`src/rtl/gate_test_pkg.sv`:
```
// gate_test_pkg: shared FSM encoding and 2-input gate truth tables, indexed by {a,b}
package gate_test_pkg;
   typedef enum logic [1:0] {IDLE = 2'd0, DRIVE = 2'd1, DONE = 2'd2} state_t;
   localparam logic [3:0] TT_AND  = 4'b1000;
   localparam logic [3:0] TT_OR   = 4'b1110;
   localparam logic [3:0] TT_XOR  = 4'b0110;
   localparam logic [3:0] TT_XNOR = 4'b1001;
   localparam logic [3:0] TT_NAND = 4'b0111;
   localparam logic [3:0] TT_NOR  = 4'b0001;
endpackage

```
`src/rtl/hold_timer.sv`:
```
// hold_timer: loadable down-counter flagging the last cycle of a vector hold
module hold_timer #(
   parameter int CNT_W = 8
) (
   input  logic             clk,
   input  logic             rst_n,
   input  logic             load,
   input  logic [CNT_W-1:0] load_val,
   input  logic             en,
   output logic             zero
);
   logic [CNT_W-1:0] cnt;
   always_ff @(posedge clk)
      if (!rst_n) cnt <= '0;
      else if (load) cnt <= load_val;
      else if (en) cnt <= cnt - 1'b1;
   assign zero = cnt == '0;
endmodule

```
`src/rtl/gate_sweep_ctrl.sv`:
```
// gate_sweep_ctrl: sweeps a 2-input gate through all input vectors and checks it against a truth table
module gate_sweep_ctrl
   import gate_test_pkg::*;
#(
   parameter int HOLD_CYCLES = 4,
   parameter int CNT_W       = 8
) (
   input  logic       clk,
   input  logic       rst_n,
   input  logic       start,
   input  logic       abort,
   input  logic [3:0] exp_tt,
   input  logic       dut_y,
   output logic       dut_a,
   output logic       dut_b,
   output logic [1:0] vec_idx,
   output logic       busy,
   output logic       done,
   output logic       pass,
   output logic [3:0] err_mask
);
   state_t     state;
   logic [3:0] tt_q;
   logic [3:0] err_upd;
   logic       zero;
   logic       load;
   assign load = (state == IDLE && start) || (state == DRIVE && !abort && zero && vec_idx != 2'd3);
   hold_timer #(.CNT_W(CNT_W)) u_timer (
      .clk      (clk),
      .rst_n    (rst_n),
      .load     (load),
      .load_val (CNT_W'(HOLD_CYCLES - 1)),
      .en       (state == DRIVE),
      .zero     (zero)
   );
   always_comb begin
      err_upd = err_mask;
      err_upd[vec_idx] = dut_y != tt_q[vec_idx];
   end
   // vec_idx is a register, so the gate inputs it drives are registered too
   assign dut_a = vec_idx[1];
   assign dut_b = vec_idx[0];
   always_ff @(posedge clk) begin
      if (!rst_n) begin
         state    <= IDLE;
         tt_q     <= '0;
         vec_idx  <= '0;
         busy     <= 1'b0;
         done     <= 1'b0;
         pass     <= 1'b0;
         err_mask <= '0;
      end else begin
         done <= 1'b0;
         case (state)
            IDLE: if (start) begin
               tt_q     <= exp_tt;
               err_mask <= '0;
               pass     <= 1'b0;
               vec_idx  <= '0;
               busy     <= 1'b1;
               state    <= DRIVE;
            end
            DRIVE: if (abort) begin
               state   <= IDLE;
               vec_idx <= '0;
               busy    <= 1'b0;
            end else if (zero) begin
               err_mask <= err_upd;
               if (vec_idx == 2'd3) begin
                  state   <= DONE;
                  done    <= 1'b1;
                  pass    <= ~|err_upd;
                  busy    <= 1'b0;
                  vec_idx <= '0;
               end else vec_idx <= vec_idx + 2'd1;
            end
            default: state <= IDLE;
         endcase
      end
   end
endmodule

```
`config.mk`:
```
export PLATFORM = sky130hd
export DESIGN_NAME = gate_sweep_ctrl
export DESIGN_NICKNAME = d
export VERILOG_FILES = /design/src/rtl/gate_test_pkg.sv /design/src/rtl/hold_timer.sv /design/src/rtl/gate_sweep_ctrl.sv
export SDC_FILE = /design/constraint.sdc
export NUM_CORES = 1
export LEC_CHECK = 0
export ABC_AREA = 1
export CORE_MARGIN = 2
export CORE_UTILIZATION = 52
export DETAILED_ROUTE_END_ITERATION = 8
export PLACE_DENSITY_LB_ADDON = 0.2
export SLEW_MARGIN = 20
export SYNTH_ARGS = -nofsm -noshare
export SYNTH_HDL_FRONTEND = slang
export SYNTH_SLANG_ARGS = --single-unit
```
`constraint.sdc`:
```
create_clock -name clk -period 1.8 [get_ports clk]
set_clock_uncertainty 0.1 [all_clocks]
set_input_delay 0.27 -clock clk [delete_from_list [all_inputs] [get_ports clk]]
set_output_delay 0.27 -clock clk [all_outputs]
set_load 0.03 [all_outputs]
```
==> impl_results.md <==
- Mapped Cells: between 150 and 200
- CTS H-tree depth: 1
- Largest net degree at the start of global routing: 14
- ANT nets after route: 0
- I/O pin total: 20
- Final HPWL from detailed placement: about 2000 um
- Worst-Skew Late Latency: 310 ps
- Required time worst endpoint: approximately 1400 ps
- Placed insts: around 220
- Fillers: about 200
- DR vias/cell: a little over 5
- Tmin final: 1750 ps
- Sequential fraction of the synthesis area: 0.369
- Fmax: 572 MHz
- FF-to-FF setup slack: roughly 80 ps
- Crit end category: output port
- Die H: 53.0 um
- Buffers added on ports: 19
- Full die area: approximately 2800 um2
- Setup violations, final: 0
- Die width: 53.0 um
- CP arrival: ~1400 ps
- Site Rows: 17
- Largest fanout on the critical path: 3
- Design Area, Final: 1480 um2
- Post-Syn Area: 1250 um2
- Post-synth EDFFs: 0
- Hold buffers post-CTS: 0
- Clock transition at the registers of the reported paths: around 120 ps
- Leakage: around 0.00066 uW
- Area of the multi-input gates: 669 um2
- DRT Pass-1 Iters: 4
- Gpl congestion: between 0.8 and 0.9
- Initial Util: 0.559
- Worst R2R Path Depth: 9
- Cell Area, Placed: 1450 um2
- Critical R2R Capture: vec_idx[0]
- Critical R2R Launch: u_timer.cnt[0]
- Hold Fails Final Rpt: 0
- Slew margin rel.: 0.703
- Synth top area share: 0.369
- Worst min-delay path class: reg2reg
- Cell family with most CP delay: buffers and inverters
- Pwr Density: about 800 nW/um2
- Post-synthesis async set-or-reset flop share: 0
- Initial antenna violation count: 0
- Run status: complete, no violations
- WHS Path Cells: 2
- Final Max Slew Viols: 0
- Setup CP Type: reg2out
- Pre-CTS setup slack: roughly 120 ps
- Number of global-route vias before repair: 1032
- Drt drc: 0
- Unrepaired setup endpoints after global routing: true
- Crit start category: flop
- Number of max-cap violations: 0
- Nets@finish: slightly above 200
- Post-route insts no fill: between 200 and 250
- Flop and latch count out of synthesis: 23
- DR iter-0 viols: 31
- Area growth from synthesis to layout: 18.1%
- # diodes: 0
- CTS Buf Count: 3
- Congestion Overflow GR: 0
- Share of layout cells above drive strength 1: 0.115
- Worst hold path startpoint: busy
- CP bufs+invs: 1
- Post-Route Utilization: 0.661
- Final WL: between 2000 and 3000 um
- Root buffer cell: clkbuf_4
- Synthesis Warnings: 0
- Floorplan core area: about 2200 um2
- Cell taking the most area after synthesis: dfxtp_1
- WHS Endpoint: busy
- Final setup margin: ~53 ps
- Clock buffer depth: 2
- Post-synth top cells: 36 x nand2_1, 23 x dfxtp_1, 23 x nor2_1
- Clock Sink Count: 23
- Register area: 460 um2
- CTS tree: built
- DR vias: around 1100
- Worst-path cell chain: clkdlybuf4s50_1
- Mapped Nets: ~190
- Top area cells in the synthesized netlist: dfxtp_1 37%, nand2_1 11%, nor2_1 6.9%
- Final Cycle Share: 0.971
- Gr usage total: 0.204
- Main synth FF type: dfxtp_1
- Most frequent cell after synthesis: nand2_1
- Worst-margin pin slew: 444 ps
- Post-synthesis average cell area: 7.30 um2
- Post-synthesis cell type count: 30
- Crit path largest cell delay: approximately 680 ps
- First-pass GRT wire length: between 4000 and 5000 um
- Worst hold margin: between 300 and 400 ps
- Worst-case vdd ir drop: approximately 0.00054 V
- WL/cell: about 12 um
- CP max-delay cell: clkdlybuf4s50_1
layout make-up:
| cell class | instances | area share |
|---|---|---|
| multi-input combinational | 119 | 0.454 |
| timing repair buffer | 19 | 0.126 |
| clock buffer | 4 | 0.0178 |
| tap | 28 | 0.0237 |
| inverter | 26 | 0.0670 |
| sequential | 23 | 0.312 |
power breakdown:
part           leakage [uW]  total (uW)  switching (uW)  internal, uW
clock network     0.0000150         244             157          86.6
logic              0.000456         379             242           138
registers          0.000188         585            36.5           548
per-layer routing:
layer | up-vias | global-route usage | wire length, um
li1 | 577 | - | -
met1 | 522 | 0.268 | 1210
met2 | 21 | 0.338 | 1180
met3 | 7 | 0.0339 | 97
met4 | 0 | 0.0684 | 46
met5 | - | 0 | 0
sequential cells by signal, indices dropped and copies added (netlist names):
name / cells
u_timer.cnt: 8
err_mask: 4
tt_q: 4
state: 2
vec_idx: 2
busy: 1
done: 1
pass: 1
placed cells by master, fill, tap and decap left out:
| master | n |
|---|---|
| clkbuf_4 | 3 |
| a211oi_1 | 1 |
| o21ai_1 | 2 |
| nand4_1 | 2 |
| nand3_1 | 11 |
| clkinv_2 | 1 |
| a21oi_2 | 1 |
| clkbuf_1 | 1 |
| nand2_2 | 2 |
| or2_2 | 1 |
| nand3_2 | 1 |
| a22oi_2 | 1 |
| xor2_1 | 4 |
| ha_1 | 6 |
| o211ai_1 | 1 |
| or2_4 | 1 |
| inv_1 | 20 |
| dlygate4sd2_1 | 4 |
| o21ai_0 | 7 |
| nor2_8 | 1 |
| nor2_2 | 1 |
| nor2_1 | 23 |
| nand2_1 | 36 |
| a21oi_1 | 11 |
| nor3_2 | 1 |
| dfxtp_1 | 23 |
| inv_2 | 5 |
| xnor2_1 | 1 |
| nand2_4 | 1 |
| nand3_4 | 2 |
| nor3_1 | 1 |
| clkdlybuf4s50_1 | 15 |
through the flow:
step | setup TNS (ps) | total power, uW
final | 0 | 1210
after global routing | -128 | 1290
after CTS | 0 | 1210
after detailed placement | 0 | 979
after global placement | 0 | 967
after floorplan | 0 | 878
how the worst max path moves through the flow:
| stage | slack, ps | depth (start not counted) | endpoint | startpoint |
|---|---|---|---|---|
| 6_report | 50 | 1 | err_mask[2] | err_mask[2] |
| 5_1_grt | -30 | 10 | pass | u_timer.cnt[0] |
| 4_1_cts | 40 | 1 | err_mask[2] | err_mask[2] |
| 3_5_place_dp | 120 | 8 | u_timer.cnt[1] | abort |
| 3_3_place_gp | 130 | 7 | err_mask[2] | start |
| 2_1_floorplan | 220 | 6 | u_timer.cnt[1] | vec_idx[0] |
cells by family after synthesis:
logic type,synth area share
XOR/XNOR,0.0351
buffers and inverters,0.0952
flip-flops,0.369
AO/OA/AOI/OAI,0.109
adder cells (fa/ha/maj),0.0601
AND/OR/NAND/NOR,0.332
repair_timing:
item / CTS / global route
setup buffers: 0 / 0
gates resized for setup: 4 / 0
hold endpoints to repair: 0 / 0
endpoints found under the setup margin: 4 / 7
Note: power is estimated with default switching activity, not from simulation.
==> RTL edit, RTL diff (same flow settings) <==
`CNT_W` is set to 8 in 2 places; all go to 12.
--- a/src/rtl/hold_timer.sv
+++ b/src/rtl/hold_timer.sv
@@ -1,6 +1,6 @@
 // hold_timer: loadable down-counter flagging the last cycle of a vector hold
 module hold_timer #(
-   parameter int CNT_W = 8
+   parameter int CNT_W = 12
 ) (
    input  logic             clk,
    input  logic             rst_n,
--- a/src/rtl/gate_sweep_ctrl.sv
+++ b/src/rtl/gate_sweep_ctrl.sv
@@ -3,7 +3,7 @@
    import gate_test_pkg::*;
 #(
    parameter int HOLD_CYCLES = 4,
-   parameter int CNT_W       = 8
+   parameter int CNT_W       = 12
 ) (
    input  logic       clk,
    input  logic       rst_n,
Formal check against the unedited RTL: no difference found for any inputs over 10 cycles, from zero or initial values and one cycle with rst_n low; that may be too few to reach the edited logic, so the function may still have changed.
==> RTL edit against the original RTL <==
Die area grew 10%; sequential power rose by 11%; design area is 12% higher; sequential cell count is 4 higher; wire length up 14%; power down 1.3%; critical path depth unchanged; area after synthesis rose by 11%; via count rose by 16%; setup slack improved by 0.71 ps; critical path type unchanged; critical endpoint is now err_mask[0]; largest cell class unchanged.
==> RTL edit: results <==
export IMPL_via_per_inst=5.13
export IMPL_nets=239
export IMPL_pg_comb_mw=0.288
export IMPL_wl_per_cell_um=11.4
export IMPL_holdWs_ps=382
export IMPL_post_cts_setup_buffers=0
export IMPL_r2r_slack_ps=160
export IMPL_min_path_type="flip-flop to flip-flop"
export IMPL_p_leak_nw=0.731
export IMPL_p_clk_mw=0.253
export IMPL_reg2reg_to="u_timer.cnt[8]"
export IMPL_synth_top_cells_by_count="nand2_1, nor2_1, dfxtp_1, inv_1, a21oi_1"
export IMPL_status="finished, final reports clean"
export IMPL_place_area_um2=1610
export IMPL_register_area_um2=542
export IMPL_post_cts_resized=4
export IMPL_drive_gt1_share_pct=9.82
export IMPL_worstSetupStartpoint="err_mask[0]"
export IMPL_synth_cells=201
export IMPL_ys_types=27
export IMPL_slowest_stage="clkdlybuf4s50_1"
export IMPL_drtPass1Iterations=6
export IMPL_postRouteWirelength_mm=2.89
export IMPL_clock_root_buffer="clkbuf_4"
export IMPL_grt_pass1_vias=1321
export IMPL_p_sw_share_pct=30.7
export IMPL_peakVddDrop_uv=569
export IMPL_worst_pin_slew_ps=313
export IMPL_cts_buffer_depth=2
export IMPL_p_per_area_nw_per_um2=722
export IMPL_first_iter_violations=38
export IMPL_reg_largest_list="u_timer.cnt: 12 flops, err_mask: 4 flops, tt_q: 4 flops"
export IMPL_synth_area_leaders="dfxtp_1, nand2_1, nor2_1"
export IMPL_synth_yosys_seq_area_share_pct=39.1
export IMPL_clkTransAtPathRegs_ps=130
export IMPL_crit_end="err_mask[0]"
export IMPL_hpwlAfterDp_mm=2.33
export IMPL_grt_pass1_wl_mm=5.12
export IMPL_grt_use_total_pct=20.1
export IMPL_period_share_pct=97.0
export IMPL_grt_start_max_net_pins=15
export IMPL_fill_cells=222
export IMPL_gp_congestion=0.879
export IMPL_dp_slack_ps=64.1
export IMPL_syn_num_nets=215
RTL edit: cell types whose count changed in the layout (fill, tap and decap cells not counted), sizes merged, moves of 3 or more:
cell | before | now
nand2 | 39 | 48
nor2 | 25 | 34
buf | 0 | 4
dfxtp | 23 | 27
a21oi | 12 | 15
inv | 25 | 28
RTL edit: logic make-up after synthesis:
family          Yosys count  share of synthesized area (%)
compound gates           27                           10.2
xor+xnor                  6                           3.80
fa+ha+maj                 5                           4.52
buf+inv                  33                           9.58
flops                    27                           39.1
simple gates            103                           32.8
RTL edit: metal layers:
layer | global-route usage [%] | share of wire [%] | vias up
met4 | 6.27 | 1.9 | 0
li1 | - | - | 677
met1 | 21.2 | 41 | 591
met2 | 39.6 | 54 | 25
met5 | 0 | 0 | -
met3 | 3.49 | 3.1 | 10
RTL edit: layout make-up:
type                       count  area share (%)
timing repair buffer          23            13.0
tap                           30            2.27
multi-input combinational    141            43.7
clock buffer                   4            1.59
sequential                    27            32.8
inverter                      29            6.59
